[src/rtl/gray_pkg.sv]
// Shared Gray/binary conversion helpers, evaluated at the widest supported width.
// Callers zero-extend into gray_word_t and truncate the result back to their own width.
package gray_pkg;

    localparam int GRAY_MAX_WIDTH = 32;

    typedef logic [GRAY_MAX_WIDTH-1:0] gray_word_t;

    function automatic gray_word_t bin2gray(input gray_word_t b);
        return b ^ (b >> 1);
    endfunction

    // Leading zero bits from zero-extension leave the low bits unaffected.
    function automatic gray_word_t gray2bin(input gray_word_t g);
        gray_word_t b;
        b[GRAY_MAX_WIDTH-1] = g[GRAY_MAX_WIDTH-1];
        for (int i = GRAY_MAX_WIDTH - 2; i >= 0; i--) begin
            b[i] = b[i+1] ^ g[i];
        end
        return b;
    endfunction

endpackage

[src/rtl/gray_counter_updn.sv]
// Up/down Gray counter with enable, parallel load and wrap pulse; bin and gray are registered together.
// Latency: one cycle from en/load to bin/gray/wrap; tc is combinational. No backpressure.
// GRAY_CNT_SAT_EN: saturate at the ends instead of wrapping; wrap then flags the first blocked step.
module gray_counter_updn
    import gray_pkg::*;
#(
    parameter int              WIDTH = 4,
    parameter logic [WIDTH-1:0] INIT = '0
) (
    input  logic             clk,
    input  logic             rst_n,
    input  logic             en,
    input  logic             up,
    input  logic             load,
    input  logic [WIDTH-1:0] load_val,
    output logic [WIDTH-1:0] bin,
    output logic [WIDTH-1:0] gray,
    output logic             wrap,
    output logic             tc
);

    localparam logic [WIDTH-1:0] ALL_ONES  = '1;
    localparam logic [WIDTH-1:0] INIT_GRAY = WIDTH'(bin2gray(gray_word_t'(INIT)));

    if (WIDTH < 2 || WIDTH > GRAY_MAX_WIDTH) begin : g_width_check
        $error("gray_counter_updn: WIDTH must be in 2..%0d", GRAY_MAX_WIDTH);
    end

    logic [WIDTH-1:0] bin_step;
    logic [WIDTH-1:0] bin_nxt;
    logic             wrap_nxt;

    // tc doubles as the "next step crosses the end" flag for the current direction.
    assign tc       = up ? (bin == ALL_ONES) : (bin == '0);
    assign bin_step = up ? bin + WIDTH'(1) : bin - WIDTH'(1);

`ifdef GRAY_CNT_SAT_EN
    logic sat_hit;

    always_comb begin
        bin_nxt  = bin;
        wrap_nxt = 1'b0;
        if (load) begin
            bin_nxt = load_val;
        end else if (en) begin
            if (tc) begin
                wrap_nxt = !sat_hit;
            end else begin
                bin_nxt = bin_step;
            end
        end
    end

    // Remembers that the previous enabled step was blocked, so the pulse fires once per stall.
    always_ff @(posedge clk or negedge rst_n) begin
        if (!rst_n) begin
            sat_hit <= 1'b0;
        end else if (load) begin
            sat_hit <= 1'b0;
        end else if (en) begin
            sat_hit <= tc;
        end
    end
`else
    always_comb begin
        bin_nxt  = bin;
        wrap_nxt = 1'b0;
        if (load) begin
            bin_nxt = load_val;
        end else if (en) begin
            bin_nxt  = bin_step;
            wrap_nxt = tc;
        end
    end
`endif

    always_ff @(posedge clk or negedge rst_n) begin
        if (!rst_n) begin
            bin  <= INIT;
            gray <= INIT_GRAY;
            wrap <= 1'b0;
        end else begin
            bin  <= bin_nxt;
            gray <= WIDTH'(bin2gray(gray_word_t'(bin_nxt)));
            wrap <= wrap_nxt;
        end
    end

endmodule

[config.mk]
export PLATFORM = sky130hd
export DESIGN_NAME = gray_counter_updn
export DESIGN_NICKNAME = d
export VERILOG_FILES = /design/src/rtl/gray_pkg.sv /design/src/rtl/gray_counter_updn.sv
export SDC_FILE = /design/constraint.sdc
export NUM_CORES = 1
export LEC_CHECK = 0
export ABC_AREA = 1
export ABC_CLOCK_PERIOD_IN_PS = 2200
export CORE_AREA = 4 4 41 43
export DETAILED_ROUTE_END_ITERATION = 16
export DIE_AREA = 0 0 45 47
export GPL_ROUTABILITY_DRIVEN = 0
export HOLD_SLACK_MARGIN = 0.02
export PLACE_DENSITY_LB_ADDON = 0.08
export SYNTH_ARGS = -nofsm -noshare
export SYNTH_HDL_FRONTEND = slang
export SYNTH_SLANG_ARGS = --single-unit
[constraint.sdc]
create_clock -name clk -period 2.2 [get_ports clk]
set_input_delay 0.44 -clock clk [delete_from_list [all_inputs] [get_ports clk]]
set_output_delay 0.44 -clock clk [all_outputs]
set_load 0.005 [all_outputs]
# After elaboration in Yosys (flattened, before gate mapping)
# Index checks and enable logic that the tools add are counted.
[classes] bitwise=1 n_addsub=2 n_reduce_logical=1 eq_ne=1 mux=6
[ops] cell="4-bit 2-to-1 mux" n=3
[ops] cell="4-bit by 1-bit adder with 4-bit output, second input constant" n=1
[ops] cell="4-bit == test, second input constant" n=1
[ops] cell="4-bit logical NOT" n=1
[ops] cell="4-bit by 1-bit subtractor with 4-bit output, second input constant" n=1
[ops] cell="4-bit by 3-bit XOR with 4-bit output" n=1
[ops] cell="1-bit 2-to-1 mux" n=3
[word_totals] ff_bits=9 in_bits=9 out_inout_bits=10 wordCells=14

# Depth between registers and ports, before layout
[depth] depth_word=5 mapped_depth=11 ltp_nobuf=11

# Least setup slack after synthesis
# OpenSTA, ideal clock, no wires.
[synth_timing] kind="in2reg" from="input up" to="register gray[1]" arrival_time_ns=1.460 stages=7 n_path_buf=0 path_slack_ns=0.610 setup_time_ns=0.130 required_ns=2.070 path_cell_list="inv_1 -> fa_1 -> nand2_1 -> nand2_1 -> nand2_1 -> o21a_2 -> xor2_1"
[synth_between] elab_chain_len=4
[synth_lines] item="start, declared" line="gray_counter_updn.sv:13" source="input logic up,"
[synth_lines] item="4-bit 2-to-1 mux" line="gray_counter_updn.sv:35" source="assign bin_step = up ? bin + WIDTH'(1) : bin - WIDTH'(1);"
[synth_lines] item="4-bit 2-to-1 mux" line="gray_counter_updn.sv:70" source="end else if (en) begin"
[synth_lines] item="4-bit 2-to-1 mux" line="gray_counter_updn.sv:68" source="if (load) begin"
[synth_lines] item="4-bit by 3-bit XOR with 4-bit output" line="gray_pkg.sv:10" source="return b ^ (b >> 1);"
[synth_lines] item="end signal, assigned" line="gray_counter_updn.sv:84" source="gray <= WIDTH'(bin2gray(gray_word_t'(bin_nxt)));"
[synth_lines] item="end, declared" line="gray_counter_updn.sv:17" source="output logic [WIDTH-1:0] gray,"
# Every way passes these cells.

# Final worst setup path
[layout_timing] from="input up" to="output tc"
[layout_between] elab_chain_len=1
[layout_lines] item="1-bit 2-to-1 mux" line="gray_counter_updn.sv:34" source="assign tc = up ? (bin == ALL_ONES) : (bin == '0);"
[layout_lines] item="end, declared" line="gray_counter_updn.sv:19" source="output logic tc"
# Every way passes these cells.

==> impl_metrics.tcl <==
set metrics [dict create \
    status "complete, no violations" \
    cts-root-buf "clkbuf_4" \
    diodes 0 \
    antenna_found_initial 0 \
    critical_path_peak_fanout 2 \
    rows 13 \
    irDropWorstVdd_mv 0.307 \
    powerDensity_mw_per_mm2 640 \
    drv_cap 0 \
    dp_hpwl_um 796 \
    grt_pass1_wl_um 1780 \
    routed_wl_um 984 \
    hold_path_class "in2async" \
    relSlewSlack 0.773 \
    max_freq_ghz 0.466 \
    grt.overflow.total 0 \
    route.detailed.wl_per_inst_um 9.94 \
    drt_iter0_drc 3 \
    preCtsSetupSlack_ns -0.00669 \
    die_x_um 45 \
    dp_cells 94 \
    drtPass1Iterations 4 \
    fin_crit_ns 2.14 \
    postRouteAntennaNets 0 \
    cts.htree.levels 1 \
    p_leak_nw 0.358 \
    synth_top_area_frac 0.416 \
    syn_inst 61 \
    yosysWarnings 0 \
    grt_pass1_vias 428 \
    synth_seq_area_share 0.416 \
    numClockSinks 8 \
    initial_utilization 0.370 \
    die-area_mm2 0.00212 \
    die_h_um 47 \
    fin_cells 99 \
    worst_ep_required_time_ns 1.76 \
    end_kind "output port" \
    async_flop_share 1.00 \
    finalSetupViolations 0 \
    cts_tree "done" \
    fin_skew_ns 0.00135 \
    crit_path_start_kind "primary input" \
    crit_arrival_ns 1.70 \
    synth_area_um2 482 \
    viasPerCell 4.51 \
    clock_latency_ns 0.25 \
    numCtsBuffers 3 \
    setup_slack_ns 0.0561 \
    synth_fp_nets 73 \
    areaGrowthSynthToFinish_pct 49.9 \
    hold_viol 0 \
    final.period_utilization 0.975 \
    drcViolationCount 0 \
    clkTransAtPathRegs_ns 0.05 \
    grt_start_max_net_pins 9 \
    drv_slew 0 \
    ys_seq_elements 8 \
    layout-drive-gt1-share 0.155 \
    io_pins 19 \
    yosysTopAreaCell "dfrtp_1" \
    ys.flop_type "dfrtp_1" \
    syn_area_per_cell_um2 7.90 \
    gr-usage-all-layers 0.118 \
    layout_common_cells "nand2_1, clkdlybuf4s50_1, dfrtp_1" \
    fin_nets 98 \
    numPortBuffers 18 \
    synth_edf_count 0 \
    cts.path.max_buffers 2 \
    crit_type "in2out" \
    synth_top_cells_by_area "dfrtp_1, nand2_1, inv_1, ha_1, nand3_1" \
    core-area_mm2 0.00130 \
    worstMarginPinSlew_ns 0.339 \
    vias 446 \
    synth_cell_types 19 \
]
-- critical path: stages --
cell             delay [ns]
clkdlybuf4s50_1        0.50
nand2_1                0.10
o21ai_2                0.16
clkdlybuf4s50_1        0.51
-- sequential cells by signal (all words and copies together) (netlist names) --
signal / cells
bin: 4
gray: 3
wrap: 1
-- cell type report --
| type | count | area (um2) |
|---|---|---|
| fillers | 125 | 579 |
| multi-input cells | 42 | 240 |
| repair buffers | 21 | 203 |
| flip-flops and latches | 8 | 200 |
| inverters | 10 | 37.5 |
| clock buffers | 3 | 22.5 |
| well taps | 15 | 18.8 |
-- final timing paths --
check,endpoint,slack (ns),depth (start not counted),startpoint
hold / removal,wrap$_DFF_PN0_,0.46,1,rst_n
max in group asynchronous,bin[0]$_DFF_PN0_,1.49,1,rst_n
setup reg to reg,gray[1]$_DFF_PN0_,0.61,6,bin[0]$_DFF_PN0_
hold reg to reg,bin[3]$_DFF_PN0_,0.70,4,bin[3]$_DFF_PN0_
min in group clk,bin[3]$_DFF_PN0_,0.70,4,bin[3]$_DFF_PN0_
setup / recovery,tc,0.06,4,up
-- Yosys cell counts (2+ instances only) --
master,n
nand3_1,5
nor2_1,2
inv_1,8
nand2_1,18
dfrtp_1,8
inv_2,2
xor2_1,2
ha_1,2
o21ai_1,2
a21oi_1,3
-- report_power, final --
part / switching, mW / internal [mW] / total, mW
registers: 0.0184 / 0.170 / 0.188
logic: 0.0687 / 0.0973 / 0.166
clock network: 0.0461 / 0.0622 / 0.108
-- per-stage QoR --
stage / TNS, ns / instance area [um2] / hold slack [ns] / utilization / power, mW
floorplan: 0 / 482 / 0.144 / - / 0.267
global placement: 0 / 681 / 0.712 / 0.523 / 0.354
detailed placement: -0.00669 / 681 / 0.699 / 0.523 / 0.354
CTS: 0 / 703 / 0.468 / 0.540 / 0.468
global route: -0.0230 / 722 / 0.484 / 0.555 / 0.504
finish: 0 / 722 / 0.459 / 0.555 / 0.462
-- what timing repair did --
item / CTS / global route
setup endpoints to repair: 1 / 1
resized for setup: 2 / 1
setup buffers: 0 / 2
hold buffers: 0 / 0
-- routing by layer --
| layer | track usage | wire, um | share of wire | vias up |
|---|---|---|---|---|
| li1 | - | - | - | 236 |
| met1 | 0.137 | 440 | 0.45 | 195 |
| met2 | 0.192 | 451 | 0.46 | 15 |
| met3 | 0.0613 | 92 | 0.093 | 0 |
| met4 | 0.0351 | 0 | 0 | 0 |
| met5 | 0 | 0 | 0 | - |
-- kinds of logic after synthesis --
logic type / after synthesis / share of synthesized area
compound gates: 8 / 0.0987
xor+xnor: 3 / 0.0546
fa+ha+maj: 3 / 0.0935
buf+inv: 11 / 0.0935
flops: 8 / 0.416
simple gates: 28 / 0.244
No activity file was read; power rests on OpenSTA's default activity.
